<file path="src/rtl/alu_noc_pkg.sv">
// Shared types and helpers for the ALU NoC tile host-side logic.
package alu_noc_pkg;

   localparam int ALU_DATA_W = 64;
   localparam int ALU_CTRL_W = 16;
   localparam int STAT_W     = 16;

   // One operation as offered to the tile host port.
   typedef struct packed {
      logic [ALU_DATA_W-1:0] a;
      logic [ALU_DATA_W-1:0] b;
      logic [ALU_CTRL_W-1:0] ctrl;
   } alu_req_t;

   typedef enum logic [1:0] {
      IDLE = 2'd0,
      WAIT = 2'd1,
      RESP = 2'd2
   } inj_state_t;

   // Status counters stick at all-ones instead of wrapping.
   function automatic logic [STAT_W-1:0] sat_inc(input logic [STAT_W-1:0] v);
      return (v == {STAT_W{1'b1}}) ? v : v + STAT_W'(1);
   endfunction

endpackage

</file>
<file path="src/rtl/alu_req_fifo.sv">
// Synchronous request FIFO: power-of-two depth, wrapping pointers plus a
// separate occupancy counter so full and empty are unambiguous.
module alu_req_fifo
   import alu_noc_pkg::*;
#(
   parameter  int FIFO_DEPTH = 4,
   localparam int PTR_W      = $clog2(FIFO_DEPTH),
   localparam int OCC_W      = $clog2(FIFO_DEPTH + 1)
) (
   input  logic             clk,
   input  logic             rst,
   input  logic             push,
   input  alu_req_t         push_data,
   input  logic             pop,
   output alu_req_t         pop_data,
   output logic             full,
   output logic             empty,
   output logic [OCC_W-1:0] occupancy
);

   alu_req_t         mem [FIFO_DEPTH];
   logic [PTR_W-1:0] wr_ptr;
   logic [PTR_W-1:0] rd_ptr;
   logic             do_push;
   logic             do_pop;

   assign full     = (occupancy == OCC_W'(FIFO_DEPTH));
   assign empty    = (occupancy == '0);
   assign do_push  = push && !full;
   assign do_pop   = pop && !empty;
   assign pop_data = mem[rd_ptr];

   // Pointer and occupancy bookkeeping; a simultaneous push and pop cancel out.
   always_ff @(posedge clk) begin
      // NOTE: state registers use <= so every flop samples pre-edge values;
      // blocking = here would make results depend on statement order.
      if (rst) begin
         wr_ptr    <= '0;
         rd_ptr    <= '0;
         occupancy <= '0;
      end else begin
         if (do_push) wr_ptr <= wr_ptr + PTR_W'(1);
         if (do_pop)  rd_ptr <= rd_ptr + PTR_W'(1);
         case ({do_push, do_pop})
            2'b10:   occupancy <= occupancy + OCC_W'(1);
            2'b01:   occupancy <= occupancy - OCC_W'(1);
            default: occupancy <= occupancy;
         endcase
      end
   end

   // Storage write port.
   always_ff @(posedge clk) begin
      // NOTE: the array is deliberately not reset; occupancy gates every read,
      // so stale contents are never observed and the RAM stays reset-free.
      if (do_push) mem[wr_ptr] <= push_data;
   end

endmodule

</file>
<file path="src/rtl/alu_tile_host_injector.sv">
// Host-port injector for one ALU tile: buffers requests, injects one at a
// time, waits for the tile result or a timeout, and returns a response.
module alu_tile_host_injector
   import alu_noc_pkg::*;
#(
   parameter int FIFO_DEPTH     = 4,
   parameter int TIMEOUT_CYCLES = 255
) (
   input  logic                  clk,
   input  logic                  rst,
   input  logic                  req_valid,
   output logic                  req_ready,
   input  logic [ALU_DATA_W-1:0] req_a,
   input  logic [ALU_DATA_W-1:0] req_b,
   input  logic [ALU_CTRL_W-1:0] req_ctrl,
   output logic [ALU_DATA_W-1:0] host_in_a,
   output logic [ALU_DATA_W-1:0] host_in_b,
   output logic [ALU_CTRL_W-1:0] host_in_ctrl,
   output logic                  host_in_valid,
   input  logic [ALU_DATA_W-1:0] host_out_a,
   input  logic                  host_out_valid,
   output logic                  rsp_valid,
   input  logic                  rsp_ready,
   output logic [ALU_DATA_W-1:0] rsp_data,
   output logic                  rsp_timeout,
   output logic                  busy,
   output logic [STAT_W-1:0]     stray_count,
   output logic [STAT_W-1:0]     timeout_count
);

   localparam int OCC_W  = $clog2(FIFO_DEPTH + 1);
   localparam int WCNT_W = $clog2(TIMEOUT_CYCLES + 1);
   localparam logic [WCNT_W-1:0] WCNT_LAST = WCNT_W'(TIMEOUT_CYCLES - 1);

   inj_state_t        state;
   inj_state_t        state_next;
   alu_req_t          req_in;
   alu_req_t          fifo_head;
   logic              fifo_full;
   logic              fifo_empty;
   logic [OCC_W-1:0]  fifo_occ;
   logic [WCNT_W-1:0] wait_cnt;
   logic              inject;
   logic              result_hit;
   logic              timeout_hit;
   logic              rsp_fire;

   assign req_in = '{a: req_a, b: req_b, ctrl: req_ctrl};

   alu_req_fifo #(
      .FIFO_DEPTH (FIFO_DEPTH)
   ) u_fifo (
      .clk       (clk),
      .rst       (rst),
      .push      (req_valid && req_ready),
      .push_data (req_in),
      .pop       (inject),
      .pop_data  (fifo_head),
      .full      (fifo_full),
      .empty     (fifo_empty),
      .occupancy (fifo_occ)
   );

   assign req_ready = !fifo_full;
   assign rsp_valid = (state == RESP);
   assign busy      = (state != IDLE) || (fifo_occ != '0);
   assign rsp_fire  = rsp_valid && rsp_ready;
   assign inject    = (state == IDLE) && !fifo_empty;

   // The injection cycle itself is not counted toward the timeout: the tile
   // only sees the operation during that cycle. A result in the last counted
   // cycle beats the timeout.
   assign result_hit  = (state == WAIT) && host_out_valid;
   assign timeout_hit = (state == WAIT) && !host_out_valid && !host_in_valid
                        && (wait_cnt == WCNT_LAST);

   // Next-state logic.
   always_comb begin
      // NOTE: defaulting state_next before the case keeps every path assigned,
      // so no latch is inferred for unlisted states or conditions.
      state_next = state;
      case (state)
         IDLE:    if (inject) state_next = WAIT;
         WAIT:    if (result_hit || timeout_hit) state_next = RESP;
         RESP:    if (rsp_fire) state_next = IDLE;
         default: state_next = IDLE;
      endcase
   end

   // State register.
   always_ff @(posedge clk) begin
      if (rst) state <= IDLE;
      else     state <= state_next;
   end

   // Injection registers: operands hold their last value between pulses.
   always_ff @(posedge clk) begin
      if (rst) begin
         host_in_a     <= '0;
         host_in_b     <= '0;
         host_in_ctrl  <= '0;
         host_in_valid <= 1'b0;
      end else begin
         host_in_valid <= inject;
         if (inject) begin
            host_in_a    <= fifo_head.a;
            host_in_b    <= fifo_head.b;
            host_in_ctrl <= fifo_head.ctrl;
         end
      end
   end

   // Wait counter: cleared on injection, advances each counted WAIT cycle.
   always_ff @(posedge clk) begin
      if (rst) begin
         wait_cnt <= '0;
      end else if (inject) begin
         wait_cnt <= '0;
      end else if ((state == WAIT) && !host_in_valid && (wait_cnt != WCNT_LAST)) begin
         wait_cnt <= wait_cnt + WCNT_W'(1);
      end
   end

   // Response register: written only on leaving WAIT, so strays cannot disturb it.
   always_ff @(posedge clk) begin
      if (rst) begin
         rsp_data    <= '0;
         rsp_timeout <= 1'b0;
      end else if (result_hit) begin
         rsp_data    <= host_out_a;
         rsp_timeout <= 1'b0;
      end else if (timeout_hit) begin
         rsp_data    <= '0;
         rsp_timeout <= 1'b1;
      end
   end

   // Saturating status counters.
   always_ff @(posedge clk) begin
      if (rst) begin
         stray_count   <= '0;
         timeout_count <= '0;
      end else begin
         if (host_out_valid && (state != WAIT)) stray_count <= sat_inc(stray_count);
         if (timeout_hit) timeout_count <= sat_inc(timeout_count);
      end
   end

endmodule

</file>
<file path="config.mk">
export PLATFORM = sky130hd
export DESIGN_NAME = alu_tile_host_injector
export DESIGN_NICKNAME = d
export VERILOG_FILES = /design/src/rtl/alu_noc_pkg.sv /design/src/rtl/alu_req_fifo.sv /design/src/rtl/alu_tile_host_injector.sv
export SDC_FILE = /design/constraint.sdc
export NUM_CORES = 1
export LEC_CHECK = 0
export CORE_MARGIN = 4
export CORE_UTILIZATION = 40
export DETAILED_ROUTE_END_ITERATION = 6
export PLACE_DENSITY = 0.69
export SLEW_MARGIN = 15
export SYNTH_ARGS = -nofsm -noshare
export SYNTH_HDL_FRONTEND = slang
export SYNTH_SLANG_ARGS = --single-unit
export TNS_END_PERCENT = 30
</file>
<file path="constraint.sdc">
create_clock -name clk -period 4.22 [get_ports clk]
set_input_delay 0.422 -clock clk [delete_from_list [all_inputs] [get_ports clk]]
set_output_delay 0.422 -clock clk [all_outputs]
set_load 0.05 [all_outputs]
</file>
==> results.md, run 1 <==
- Die W: 283 um
- Sequential area share after synthesis: 0.741
- Top cells by count, synth: edfxtp_1, nand2_1, dfxtp_1, a21oi_1, mux4_2
- Logic pwr share: 0.318
- Crit Path Max Fanout: 45
- Critical path class: reg -> reg
- Synth Instances: 1905
- Clock transition at path regs: 0.06 ns
- Register area: 22500 um2
- Top cells by area, synth: edfxtp_1, dfxtp_1, mux4_2
- DP Cell Count: 3249
- Worst min path class: in -> reg
- Wire length on met3: 5950 um
- Fmax: 328 MHz
- Max VDD drop: 0.000566 V
- Slew HR: 0.466
- CTS hold repair buffers: 0
- DRC: 0
- Count leader, synth: edfxtp_1
- Pin count of the biggest net entering global routing: 155
- RD Place Congestion: 0.854
- Leakage: 12.7 nW
- CTS resizes: 0
- Io pins: 458
- Core Area: 74800 um2
- CTS Sinks: 835
- Synth Warn #: 0
- Clock power frac: 0.282
- Area growth syn-to-layout: 29.0%
- Final setup viols: 0
- Clk_skew: 0.0236 ns
- Max Root-Sink Buffers: 3
- Final hold slack: 0.399 ns
- Share of cells above drive strength 1: 0.134
- Cell-internal power: 17.5 mW
- Drt first-iter violations: 1412
- Overall power: 27.0 mW
- Clk Latency, worst-skew pair: 0.64 ns
- WP data arrival: 3.59 ns
- Cell variety after synth: 53
- All-layer global routing usage: 0.183
- Initial antenna violation count: 23
- Fin crit period: 3.05 ns
- Fillers: 6119
- Core Rows: 100
- Top Layer Used: met5
- Final WL: 75100 um
- Initial core utilization: 0.405
- Switching power: 9.56 mW
- Mapped Nets: 2128
- Post-synth ARST share: 0
- CTS tree: done
- Drt pass-1 iters: 5
- Slew of the pin with the lowest slew margin: 0.800 ns
- TritonCTS buffer count: 87
- Synth Flop Type: edfxtp_1
- R2R cell count: 9
- Setup crit end: u_fifo.occupancy[2]
- Period utilization: 0.722
- Largest area contributor in the netlist: edfxtp_1
- Crit Reg-Reg Startpoint: state[1]
- Final setup TNS: 0 ns
- Global-route wire length before repair: 115000 um
- Switching Fraction: 0.354
- Post-layout util: 0.523
- H-tree depth: 3
- Synth Cell Area: 30300 um2
- Post-synth EDFFs: 576
- Vert. Die Dim: 283 um
- Fin area: 39100 um2
- CP Launch Point: state[1]
- Startpoint Class: flip-flop
- FF-to-FF setup slack: 1.17 ns
- Synthesis-stage register bit count: 835
- Placed Area: 36100 um2
- RSZ-0062 raised after global routing: no
- Area occupied by multi-input gates: 7400 um2
- Vias per cell: 5.30
- Die area: 80300 um2
- Yosys top cell area share: 0.570
- Slew Viols, Final: 0
- Fin worst setup slack: 1.17 ns
- HPWL Detailed: 47100 um
- DRT met1 WL: 30600 um
- Fin nets: 2592
- Vias in the first global route: 18800
- Final non-filler cell total: 3422
- # port buffers: 457
- Post-DR wirelength/cell: 21.9 um
- Total number of vias: 18200
- CTS root buf: clkbuf_16
- Post-CTS Setup Inserts: 0
- GR Overflow Total: 0
- Count of final hold-check violations: 0
- Pwr dens: 691 nW/um2
- Met2 wire len: 36700 um
- Max_cap viols: 0
- Sequential share of power: 0.400
- Avg Synthesized Cell Area: 15.9 um2
- Dpl ws: 1.20 ns
- Crit path capture type: flip-flop
- Final ANT Viol Nets: 0
- Worst reg2reg path endpoint: u_fifo.occupancy[2]
- Run status: finished clean
- CP Data Required Time: 4.77 ns
## logic make-up (layout without fill, tap and decap cells)
kind of cell	count (synthesis)	in the layout	synth area share
buf+inv	128	665	0.0168
flops	835	835	0.741
other cells	0	11	0
simple gates	492	492	0.0711
compound gates	282	282	0.0551
xor+xnor	11	11	0.00318
mux	147	147	0.108
fa+ha+maj	10	10	0.00437
## routing by layer
metal | track usage | up-vias
met4 | 0.0550 | 22
met1 | 0.233 | 9164
met3 | 0.0516 | 124
met2 | 0.307 | 626
met5 | 0 | -
li1 | - | 8217
## worst max-delay path: stages (launching register included)
cell	delay, ns
dfxtp_1	0.36
nor2_1	0.30
nand2_4	0.42
inv_6	0.46
ha_1	0.27
inv_1	0.07
fa_1	0.39
xor2_1	0.19
or3_1	0.31
a21oi_1	0.15
## placed cells by master, fill, tap and decap left out, drive strengths merged, types with 3 or more instances in the layout
cell type and count:
o31ai 13, and3 8, nand2 305, edfxtp 576
inv 15, mux2 3, or3 14, and4 6
clkbuf 140, or4 14, xnor2 6, nor2b 5
o21ai 11, nand4 16, nor2 85, nor4 8
nand2b 4, a211oi 3, a31oi 3, buf 34
mux4 144, nor3 4, ha 9, diode 11
a22oi 64, clkinv 16, clkdlybuf4s50 456, nand3 11
dfxtp 259, xor2 5, a21oi 173
## registers in the layout (all words and copies together), names as in the netlist, 3 cells and up
signal / flops
host_in_a: 64
host_in_b: 64
host_in_ctrl: 16
rsp_data: 64
stray_count: 16
timeout_count: 16
u_fifo.mem: 576
u_fifo.occupancy: 3
wait_cnt: 8
## layout make-up
class	count	area share
flip-flops and latches	835	0.575
diodes	11	0.000704
repair buffers	491	0.128
multi-input cells	942	0.189
clock buffers	139	0.0670
inverters	12	0.00128
well taps	969	0.0310
clock inverters	23	0.00822
## how the worst min path moves through the flow
stage               cells past startpoint              from                 end
detailed placement                      2     host_in_b[14]       host_in_b[14]
global placement                        2     host_in_a[28]       host_in_a[28]
CTS                                     1          req_b[4]   u_fifo.mem[2][20]
floorplan                               2  u_fifo.wr_ptr[1]    u_fifo.wr_ptr[1]
finish                                  2               rst       host_in_a[24]
global route                            1         req_a[63]  u_fifo.mem[1][143]
## power groups by stage
stage          sequential, mW  clock, mW  combinational (mW)
5_1_grt                  11.0       8.17                9.18
3_3_place_gp             10.9          0                8.62
3_5_place_dp             11.0          0                8.73
4_1_cts                  10.8       7.81                8.76
2_1_floorplan            13.0          0                3.49
6_report                 10.8       7.61                8.60
Note: power is estimated with default switching activity, not from simulation.
==> run 2: changes to the inputs <==
- clock period: 4.22 -> 2.75 ns (I/O delays scaled with it)
==> run 2 against run 1 <==
Net effect:
- final area grew 0.34%
- die area is the same
- flip-flop and latch count is the same
- sequential share of layout area shrank 0.19 points
- critical path depth shrank 7
- combinational power grew 57%
- sequential power grew 52%
- utilization grew 0.18 points
- hold slack lost 0.16 ns
- clock skew shrank 0.0087 ns
- via count grew 0.11%
- critical path type is now reg -> out
==> results.md, run 2 (synthesized netlist as in run 1, its figures left out) <==
- Final ANT Viol Nets: 0 (unchanged)
- RD Place Congestion: 0.851 (-0.36%)
- Slew HR: 0.400 (-0.0667)
- Most Crowded Layer GR: met2
- Critical path class: reg -> out
- Vert. Die Dim: 283 um (unchanged)
- Startpoint Class: flip-flop
- CP max stage cell: clkdlybuf4s50_1
- HPWL Detailed: 45200 um (-3.9%)
- Crit path max-delay family: buffers and inverters
- CP Data Required Time: 2.48 ns (-2.29 ns)
- Fin worst setup slack: 0.260 ns (-0.914 ns)
- Commonest cells after routing, fill and taps aside: edfxtp_1, clkdlybuf4s50_1, nand2_1
- All-layer global routing usage: 0.181 (-0.00176)
- Initial antenna violation count: 15 (-35%)
- Vias per cell: 5.31 (+0.14%)
- Final setup viols: 0 (unchanged)
- Max Root-Sink Buffers: 3 (unchanged)
- Fmax: 402 MHz
- Crit Reg-Reg Startpoint: u_fifo.occupancy[2]
- CTS tree: done
- Worst hold path depth: 2 (unchanged)
- Fin crit period: 2.49 ns
- Dpl ws: 0.300 ns (-0.898 ns)
- R2R cell count: 9 (unchanged)
- Post-DR wirelength/cell: 21.8 um (-0.58%)
- Die area: 80300 um2 (unchanged)
- Share of cells above drive strength 1: 0.137 (+0.00300)
- Initial core utilization: 0.405 (unchanged)
- CTS Sinks: 835 (unchanged)
- Drt pass-1 iters: 5 (unchanged)
- DP Cell Count: 3253 (+0.12%)
- TritonCTS buffer count: 87 (unchanged)
- Max VDD drop: 0.00134 V (+140%)
- Total number of vias: 18200 (+0.11%)
- Pwr dens: 1060 nW/um2 (+54%)
- H-tree depth: 3 (unchanged)
- RSZ-0062 raised after global routing: no
- Clk_skew: 0.0149 ns (-0.00871 ns)
- Area growth syn-to-layout: 29.5%
- Clk Latency, worst-skew pair: 0.62 ns (-0.02 ns)
- Final WL: 74600 um (-0.61%)
- WP data arrival: 2.22 ns (-1.37 ns)
- Met2 Use GR: 0.302 (-0.00493)
- CP Launch Point: u_fifo.occupancy[2]
- Vias in the first global route: 18700 (-0.87%)
- Period utilization: 0.906
- Core Area: 74800 um2 (unchanged)
- Io pins: 458 (unchanged)
- CTS resizes: 0 (unchanged)
- Met3 usage: 0.0542 (+0.00257)
- Slew Viols, Final: 0 (unchanged)
- M1 GR Usage: 0.230 (-0.00268)
- Final non-filler cell total: 3421 (-0.029%)
- GR Overflow Total: 0 (unchanged)
- Count of final hold-check violations: 0 (unchanged)
- Crit path capture type: output pin
- Core Rows: 100 (unchanged)
- Die W: 283 um (unchanged)
- WP depth: 2 (-7)
- Slew of the pin with the lowest slew margin: 0.901 ns (+0.100 ns)
- Clock transition at path regs: 0.06 ns (about the same)
- Worst min path class: in -> reg
- Crit-path max cell delay: 0.78 ns (+0.32 ns)
- DRC: 0 (unchanged)
- Post-CTS Setup Inserts: 0 (unchanged)
- Run status: finished clean
- Pin count of the biggest net entering global routing: 147 (-5.2%)
- CTS hold repair buffers: 0 (unchanged)
- Leakage: 12.7 nW (+0.47%)
- CP Cell Sequence: or3b_1 > clkdlybuf4s50_1
- Fin nets: 2596 (+0.15%)
- Max_cap viols: 0 (unchanged)
- Crit Path Max Fanout: 6 (-87%)
- Largest register FFs: 576 (unchanged)
- Crit path buffers/inverters: 1 (-1)
- Worst hold start: rst
- # port buffers: 457 (unchanged)
- CTS root buf: clkbuf_16
- Most flops, register: u_fifo.mem
- Drt first-iter violations: 1120 (-21%)
- Commonest non-fill, non-tap cell in the layout: edfxtp_1
- Global-route wire length before repair: 114000 um (-0.91%)
==> run 2: routing by layer <==
| metal | routed length [um] | part of all wire |
|---|---|---|
| met1 | 30500 | 0.41 |
| met4 | 1830 | 0.024 |
| met2 | 36300 | 0.49 |
| met5 | 113 | 0.0015 |
| met3 | 5790 | 0.078 |
==> run 2: worst register-to-register path: cells and delay by family (launching register included) <==
| kind | cells | cell delay (ns) |
|---|---|---|
| AND/OR/NAND/NOR | 3 | 0.99 |
| adder cells (fa/ha/maj) | 2 | 0.57 |
| flip-flops | 1 | 0.37 |
| XOR/XNOR | 1 | 0.17 |
| buffers and inverters | 2 | 0.16 |
| AO/OA/AOI/OAI | 1 | 0.13 |
==> run 2: stage by stage <==
| step | hold slack [ns] | cell area [um2] | power (mW) | setup TNS, ns | util |
|---|---|---|---|---|---|
| after global routing | 0.252 | 39300 | 43.8 | 0 | 0.525 |
| after CTS | 0.208 | 39200 | 42.4 | 0 | 0.525 |
| after global placement | 0.441 | 36300 | 30.2 | 0 | 0.485 |
| after floorplan | 0.374 | 30300 | 25.3 | -242.46 | - |
| final | 0.240 | 39300 | 41.8 | 0 | 0.525 |
| after detailed placement | 0.446 | 36300 | 30.4 | 0 | 0.485 |
==> run 2: final timing paths <==
check | end | slack, ns
hold / removal | host_in_a[16] | 0.24
setup reg to reg | u_fifo.occupancy[2] | 0.28
hold reg to reg | host_in_a[46] | 0.45
setup / recovery | req_ready | 0.26
==> run 2: layout make-up <==
class	count	area (um2)
fillers	5970	35600
clock buffers	123	2530
clock inverters	40	414
flip-flops and latches	835	22500
multi-input cells	942	7390
repair buffers	495	5160
diodes	5	12.5
well taps	969	1210
inverters	12	50.0
==> run 2: report_power, final <==
part | internal (mW) | switching [mW] | leakage (nW) | total (mW)
Combinational | 4.64 | 8.87 | 3.88 | 13.5
Clock | 7.03 | 4.79 | 1.44 | 11.8
Sequential | 15.5 | 0.929 | 7.40 | 16.4
==> run 3: changes to the inputs <==
==> constraint.sdc (replaced) <==
create_clock -name clk -period 2.75 [get_ports clk]
set_input_delay 0.825 -clock clk [delete_from_list [all_inputs] [get_ports clk]]
set_output_delay 0.825 -clock clk [all_outputs]
set_load 0.05 [all_outputs]
==> run 3 against run 2 <==
Net effect:
- cell count is 0.47% higher
- largest power group unchanged
- die area unchanged
- clock power increased by 3%
- flip-flop and latch count did not move
- sequential power about the same
==> results.md, run 3 (synthesized netlist as in run 1, its figures left out) <==
- CTS Sinks: 835 (unchanged)
- Crit path max-delay family: buffers and inverters
- Fin crit period: 2.70 ns (+0.212 ns)
- Critical path class: reg -> out
- Crit Path Max Fanout: 5 (-1)
- CP Data Required Time: 1.93 ns (-0.55 ns)
- Crit path buffers/inverters: 1 (unchanged)
- Initial antenna violation count: 24 (+9)
- Final ANT Viol Nets: 0 (unchanged)
- Total number of vias: 18300 (+0.50%)
- Leakage: 13.1 nW (+3.1%)
- Period utilization: 0.983 (+0.0770)
- CP max stage cell: clkdlybuf4s50_1
- DRC: 0 (unchanged)
- WP data arrival: 1.88 ns (-0.34 ns)
- RSZ-0062 raised after global routing: yes
- Core Area: 74800 um2 (unchanged)
- Slew HR: 0.407 (+0.00785)
- Share of cells above drive strength 1: 0.144 (+0.00758)
- Vias per cell: 5.31 (about the same)
- Area growth syn-to-layout: 30.4%
- CTS tree: done
- CP Cell Sequence: clkdlybuf4s50_1
- Switching Fraction: 0.346 (-0.00304)
- Initial core utilization: 0.405 (unchanged)
- Pin count of the biggest net entering global routing: 147 (unchanged)
- Vias in the first global route: 18900 (+1.0%)
- Clk_skew: 0.0193 ns (+0.00442 ns)
- Drt first-iter violations: 1177 (+5.1%)
- All-layer global routing usage: 0.180 (-0.00114)
- Commonest cells after routing, fill and taps aside: edfxtp_1, clkdlybuf4s50_1, nand2_1
- Max VDD drop: 0.00151 V (+12%)
- Most flops, register: u_fifo.mem
- Fmax: 370 MHz (-7.8%)
- CTS hold repair buffers: 0 (unchanged)
- Die area: 80300 um2 (unchanged)
- Max_cap viols: 0 (unchanged)
- Largest register FFs: 576 (unchanged)
- Commonest non-fill, non-tap cell in the layout: edfxtp_1
- Startpoint Class: flip-flop
- Final setup TNS: 0 ns (unchanged)
- Fin nets: 2606 (+0.39%)
- Die W: 283 um (unchanged)
- CTS root buf: clkbuf_16
- Clock power frac: 0.290 (+0.007)
- Final WL: 73600 um (-1.3%)
- Run status: finished clean
- HPWL Detailed: 45300 um (about the same)
- Max Root-Sink Buffers: 3 (unchanged)
- Clock transition at path regs: 0.06 ns (about the same)
- Count of final hold-check violations: 0 (unchanged)
- Clk Latency, worst-skew pair: 0.62 ns (about the same)
- Logic pwr share: 0.320 (-0.003)
- Crit-path max cell delay: 0.85 ns (+0.07 ns)
- GR Overflow Total: 0 (unchanged)
- TritonCTS buffer count: 87 (unchanged)
- Switching power: 14.6 mW (+0.10%)
- Pwr dens: 1070 nW/um2 (+0.24%)
- Vert. Die Dim: 283 um (unchanged)
- Drt pass-1 iters: 5 (unchanged)
- Global-route wire length before repair: 114000 um (about the same)
- Core Rows: 100 (unchanged)
- # port buffers: 457 (unchanged)
- Crit path capture type: output pin
- Slew of the pin with the lowest slew margin: 0.889 ns (-0.0118 ns)
- Overall power: 42.2 mW (+0.98%)
- RD Place Congestion: 0.867 (+1.9%)
- Cell-internal power: 27.6 mW (+1.5%)
- Slew Viols, Final: 0 (unchanged)
- H-tree depth: 3 (unchanged)
- Worst min path class: reg -> reg
- Final setup viols: 0 (unchanged)
- Sequential share of power: 0.390 (-0.004)
- Post-DR wirelength/cell: 21.4 um (-1.8%)
- Io pins: 458 (unchanged)
==> run 3: cell count changes in the layout (fill, tap and decap cells not counted), moves of 2 or more <==
cell             previous run  this run
buf_12                     24        34
clkbuf_1                   21        14
inv_6                       2         6
dlygate4sd2_1               0        25
clkbuf_8                   10        12
clkbuf_16                  93        90
bufinv_16                   6        11
dlymetal6s2s_1              0         8
diode_2                     5        11
clkdlybuf4s50_1           456       421
buf_4                      14        16
==> run 3: final cells by class <==
class	instances	area [um2]
well taps	969	1210
fillers	5947	35300
multi-input cells	942	7390
inverters	12	50.0
repair buffers	505	5350
clock buffers	115	2460
flip-flops and latches	835	22500
clock inverters	48	578
diodes	11	27.5
==> run 3: layer usage <==
| metal | global-route usage | vias to the layer above | routed length, um |
|---|---|---|---|
| met1 | 0.225 | 9203 | 29500 |
| met4 | 0.0615 | 22 | 1870 |
| met5 | 0 | - | 149 |
| met2 | 0.300 | 651 | 36200 |
| met3 | 0.0537 | 137 | 5860 |
| li1 | - | 8250 | - |
==> run 3: worst paths after layout <==
kind	slack [ns]	to	startpoint	cells past startpoint
max	0.05	timeout_count[8]	timeout_count[8]	1
min	0.45	host_in_b[45]	host_in_b[45]	2
max reg2reg	0.35	u_fifo.occupancy[2]	u_fifo.occupancy[0]	9
min reg2reg	0.45	host_in_b[45]	host_in_b[45]	2
==> run 3: power groups by stage <==
stage	registers [mW]	clock network (mW)	logic [mW]
global placement	16.6	0	13.7
global route	16.6	13.1	14.5
floorplan	19.9	0	5.36
detailed placement	16.7	0	13.8
finish	16.4	12.2	13.5
CTS	16.5	12.6	13.8
==> run 3: per-stage QoR <==
step | worst slack, ns | utilization | std cells | area, um2 | hold slack (ns)
final | 0.0480 | 0.529 | 3437 | 39600 | 0.453
after global routing | -0.0227 | 0.528 | 3434 | 39500 | 0.468
after CTS | 0.00283 | 0.528 | 3426 | 39500 | 0.454
after detailed placement | -0.0590 | 0.488 | 3263 | 36500 | 0.445
after global placement | -0.0904 | 0.488 | 3263 | 36500 | 0.441
after floorplan | -0.421 | - | 1905 | 30300 | 0.469
==> run 3: repair_timing <==
action	in CTS	in global routing
endpoints found under the setup margin	25	9
gates resized for setup	26	8
setup buffers	0	0
==> variant 1: new RTL, config.mk and constraints of run 2 <==
One comparison of `wait_cnt` changes from == to >=.
--- a/src/rtl/alu_tile_host_injector.sv
+++ b/src/rtl/alu_tile_host_injector.sv
@@ -72,7 +72,7 @@
    // cycle beats the timeout.
    assign result_hit  = (state == WAIT) && host_out_valid;
    assign timeout_hit = (state == WAIT) && !host_out_valid && !host_in_valid
-                        && (wait_cnt == WCNT_LAST);
+                        && (wait_cnt >= WCNT_LAST);
 
    // Next-state logic.
    always_comb begin
Formal check against the unedited RTL: no difference found for any inputs over 4 cycles, from zero or initial values and one cycle with rst high; that may be too few to reach the edited logic, so the function may still have changed.
==> variant 1 against run 2 <==
Area after synthesis shrank 0.29%. Setup slack gained 0.0096 ns. Sequential cell count unchanged. Wire length decreased by 1.5%. Highest routed layer unchanged. Synthesized cell count shrank 1.5%. Total power up 0.13%. Non-clock buffer count shrank 1. Final area fell by 0.11%.
==> variant 1: results (changes against run 2) <==
----------------------------------------------------
[Yosys]
  Top post-synthesis cells by count ... 576 x sky130_fd_sc_hd__edfxtp_1, 305 x sky130_fd_sc_hd__nand2_1, 259 x sky130_fd_sc_hd__dfxtp_1
  Adder and majority cell fraction of the synthesized area ... 0.004387 (+0.00001285)
  Multiplexer share of the synthesized area ... 0.1083 (+0.0002348)
  Cell area after technology mapping ... 30230 sq um (-0.29%)
  Number of unique standard cell types used by synthesis ... 49 (-7.5%)

[Critical path]
  Reg-to-Reg Start ... wait_cnt[1]$_SDFFE_PP0P_
  Critical path origin ... state[0]$_SDFFE_PP0P_

[Cells and area]
  Fraction of area in clock buffers and inverters ... 0.07722 (+0.002224)
  Non-filler cells in the finished layout ... 3406 (-0.44%)
  Number of inserted diodes ... 9 (+4)
  Number of fillers in the final layout ... 6020 (+0.84%)
  Post-route core utilization ... 0.5250 (about the same)

[Hold path]
  Worst min-delay path endpoint ... host_in_b[12]$_SDFFE_PP0P_

[Global routing]
  Wire length of the first global-routing pass ... 112.7 mm (-0.76%)
  Fraction of met3 tracks used by global routing ... 0.05338 (-0.0008039)
  Met2 capacity usage during global routing ... 0.3111 (+0.009498)
  Maximum number of pins on one net before global-route repair ... 148 (+0.68%)

[Place]
  Area of placed instances ... 36140 sq um (-0.46%)

[Clock network]
  TritonCTS buffer count ... 89 (+2.3%)

[Run status]
  Status ... finished, final reports clean

[Routing]
  Starting DRC count in detailed routing ... 942 (-16%)
  Met1 layer wirelength in the final routing ... 29.08 mm (-4.8%)
  Wirelength per Cell ... 21.57 microns (-1.1%)
  Detailed-routed wire length on met2 ... 36.66 mm (+0.92%)

[Timing]
  Worst Clk Skew ... 0.03400 ns (+0.01908 ns)

----------------------------------------------------
-- variant 1: cell count changes in the layout (fill, tap and decap cells not counted), moves of 6 or more --
cell,before,now
sky130_fd_sc_hd__clkbuf_1,21,27
sky130_fd_sc_hd__or4_1,13,1
sky130_fd_sc_hd__o21ai_0,11,4
sky130_fd_sc_hd__clkinv_2,15,6
sky130_fd_sc_hd__o31ai_1,13,0
sky130_fd_sc_hd__xnor2_1,6,32
sky130_fd_sc_hd__nor2_1,85,114
sky130_fd_sc_hd__a21oi_1,173,150
sky130_fd_sc_hd__nor3_1,4,12
sky130_fd_sc_hd__or3_1,14,3
-- variant 1: logic make-up after synthesis --
kind of cell             after synthesis
AO/OA/AOI/OAI                        223
XOR/XNOR                              39
adder cells (fa/ha/maj)               10
buffers and inverters                119
flip-flops                           835
multiplexers                         147
AND/OR/NAND/NOR                      503
-- variant 1: power breakdown --
part           switching [uW]  internal, uW  leakage [uW]
clock                    4840          7210       0.00145
combinational            8570          4620       0.00391
sequential                947         15600       0.00740
total                   14400         27500        0.0128
==> variant 2: new RTL, settings of run 2 <==
Made on the original files. `FIFO_DEPTH` is set to 4 in 2 places; all go to 2.
--- a/src/rtl/alu_req_fifo.sv
+++ b/src/rtl/alu_req_fifo.sv
@@ -3,7 +3,7 @@
 module alu_req_fifo
    import alu_noc_pkg::*;
 #(
-   parameter  int FIFO_DEPTH = 4,
+   parameter  int FIFO_DEPTH = 2,
    localparam int PTR_W      = $clog2(FIFO_DEPTH),
    localparam int OCC_W      = $clog2(FIFO_DEPTH + 1)
 ) (
--- a/src/rtl/alu_tile_host_injector.sv
+++ b/src/rtl/alu_tile_host_injector.sv
@@ -3,7 +3,7 @@
 module alu_tile_host_injector
    import alu_noc_pkg::*;
 #(
-   parameter int FIFO_DEPTH     = 4,
+   parameter int FIFO_DEPTH     = 2,
    parameter int TIMEOUT_CYCLES = 255
 ) (
    input  logic                  clk,
Check against the original RTL: not equivalent (a bounded check fails within 4 cycles, from zero or initial values and one cycle with rst high).
==> variant 2 against run 2 <==
Area after synthesis is 36% lower. Count of clock-buffer cells in the layout shrank 42. Setup slack gained 0.033 ns. Clock skew up 0.0015 ns. Clock power down 39%. Register-to-register slack better by 0.27 ns. Total power is 36% lower. Non-clock buffer count decreased by 5. Final area shrank 32%. Wire length fell by 35%. Utilization grew 3.2 points. Synthesized cell count down 25%. Sequential cell count fell by 291. Hold slack hardly changed. Critical endpoint is now rsp_valid.
==> variant 2: results (changes against run 2) <==
----------------------------------------------------
[Run status]
  Status ... finished, final reports clean

[Power]
  Internal Dissipation ... 17390 uW (-36%)
  Sequential group share of total power ... 0.406 (+0.012)
  Power share of the clock group ... 0.266 (-0.017)
  Max VDD drop ... 0.7621 mV (-43%)
  Leakage power ... 0.008895 uW (-30%)

[Cells and area]
  Multi-In Gates ... 778 (-17%)
  Count of plain and timing-repair buffers in the layout ... 490 (-1.0%)
  Fraction of standard cell area in multi-input logic ... 0.1988 (+0.01060)
  Post-route core utilization ... 0.5563 (+0.03155)
  FF+latch area ... 13780 sq um (-39%)
  Clock buffer count ... 81 (-34%)
  # nets final ... 2096 (-19%)
  Flip-flop count of the largest register, all copies and words added ... 288 (-50%)
  Share of final layout cell area taken by non-clock buffers ... 0.1874 (+0.05591)
  Number of logic inverters in the finished layout ... 9 (-3)

[Place]
  Area of placed instances ... 24860 sq um (-32%)
  Routability congestion estimate ... 0.8301 (-2.4%)
  Worst setup timing slack at the placement stage ... 0.3789 ns (+0.07856 ns)
  HPWL after DPL ... 32.29 mm (-29%)
  Placed cells ... 2436 (-25%)

[Yosys]
  Seq/Total Area, Yosys ... 0.7085 (-0.03301)
  Top post-synthesis cells by count ... 288 x sky130_fd_sc_hd__edfxtp_1, 256 x sky130_fd_sc_hd__dfxtp_1, 233 x sky130_fd_sc_hd__nor2_1
  Dominant cells by area after synthesis ... sky130_fd_sc_hd__edfxtp_1 44%, sky130_fd_sc_hd__dfxtp_1 26%, sky130_fd_sc_hd__mux2i_1 7.5%, sky130_fd_sc_hd__a211oi_1 5.8%, sky130_fd_sc_hd__nor2_1 4.5%
  Compound-gate portion of the synthesized area ... 0.1019 (+0.04679)
  Multiplexer share of the synthesized area ... 0.07929 (-0.02879)
  Post-synthesis average cell area ... 13.61 sq um (-14%)
  Area share of xor/xnor cells in the synthesized design ... 0.004505 (+0.001328)
  Adder and majority cell fraction of the synthesized area ... 0.003218 (-0.001156)
  Mapped Nets ... 1646 (-23%)

[Timing]
  Worst Clk Skew ... 0.01640 ns (+0.001484 ns)
  Slew at the pin closest to its max-slew limit ... 0.7180 ns (-0.1825 ns)
  Fin Hold WS ... 0.2409 ns (+0.0004430 ns)
  Timing-limited maximum frequency ... 406.9 MHz (+1.3%)

[Critical path]
  Critical path origin ... state[1]$_SDFFE_PP0P_
  Register-to-register path setup slack ... 0.55 ns (+0.27 ns)
  Critical path fanouts, max ... 9 (+3)
  Largest stage delay, worst path ... 0.87 ns (+0.09 ns)
  Last element of the critical path ... rsp_valid
  Reg2reg path depth ... 6 (-3)

[Hold path]
  Worst min-delay path endpoint ... rsp_data[12]$_SDFFE_PP0P_

[Global routing]
  Initial antenna violation count ... 7 (-8)
  Wire length of the first global-routing pass ... 76.28 mm (-33%)
  Overall routing resource usage ... 0.1808 (-0.0003582)

[Clock network]
  TritonCTS buffer count ... 55 (-37%)
  Later-pin clock latency in the skew report ... 0.59 ns (-0.03 ns)

[Routing]
  Via total after detailed routing ... 13170 (-28%)
  Wirelength per Cell ... 19.22 microns (-12%)

[Die]
  Area of the die ... 52190 sq um (-35%)

----------------------------------------------------
==> variant 2: cell count changes after synthesis, moves of 5 or more <==
cell                       delta
sky130_fd_sc_hd__nor2_1     +148
sky130_fd_sc_hd__o21ai_0      -5
sky130_fd_sc_hd__nand4_1      -6
sky130_fd_sc_hd__a211oi_1   +146
sky130_fd_sc_hd__clkbuf_1    -12
sky130_fd_sc_hd__a21oi_1    -151
sky130_fd_sc_hd__edfxtp_1   -288
sky130_fd_sc_hd__or3_1        -9
sky130_fd_sc_hd__nand2_1    -290
sky130_fd_sc_hd__mux2_2       +5
sky130_fd_sc_hd__mux4_2     -144
sky130_fd_sc_hd__and3_1       -7
sky130_fd_sc_hd__buf_2       -13
sky130_fd_sc_hd__mux2i_1    +145
==> variant 2: routing by layer <==
metal,GRT usage,vias to the layer above,part of all wire
met5,0,-,0.00094
met2,0.3151,424,0.50
met1,0.2102,6353,0.39
met3,0.06954,69,0.083
met4,0.04516,8,0.022
li1,-,6316,-
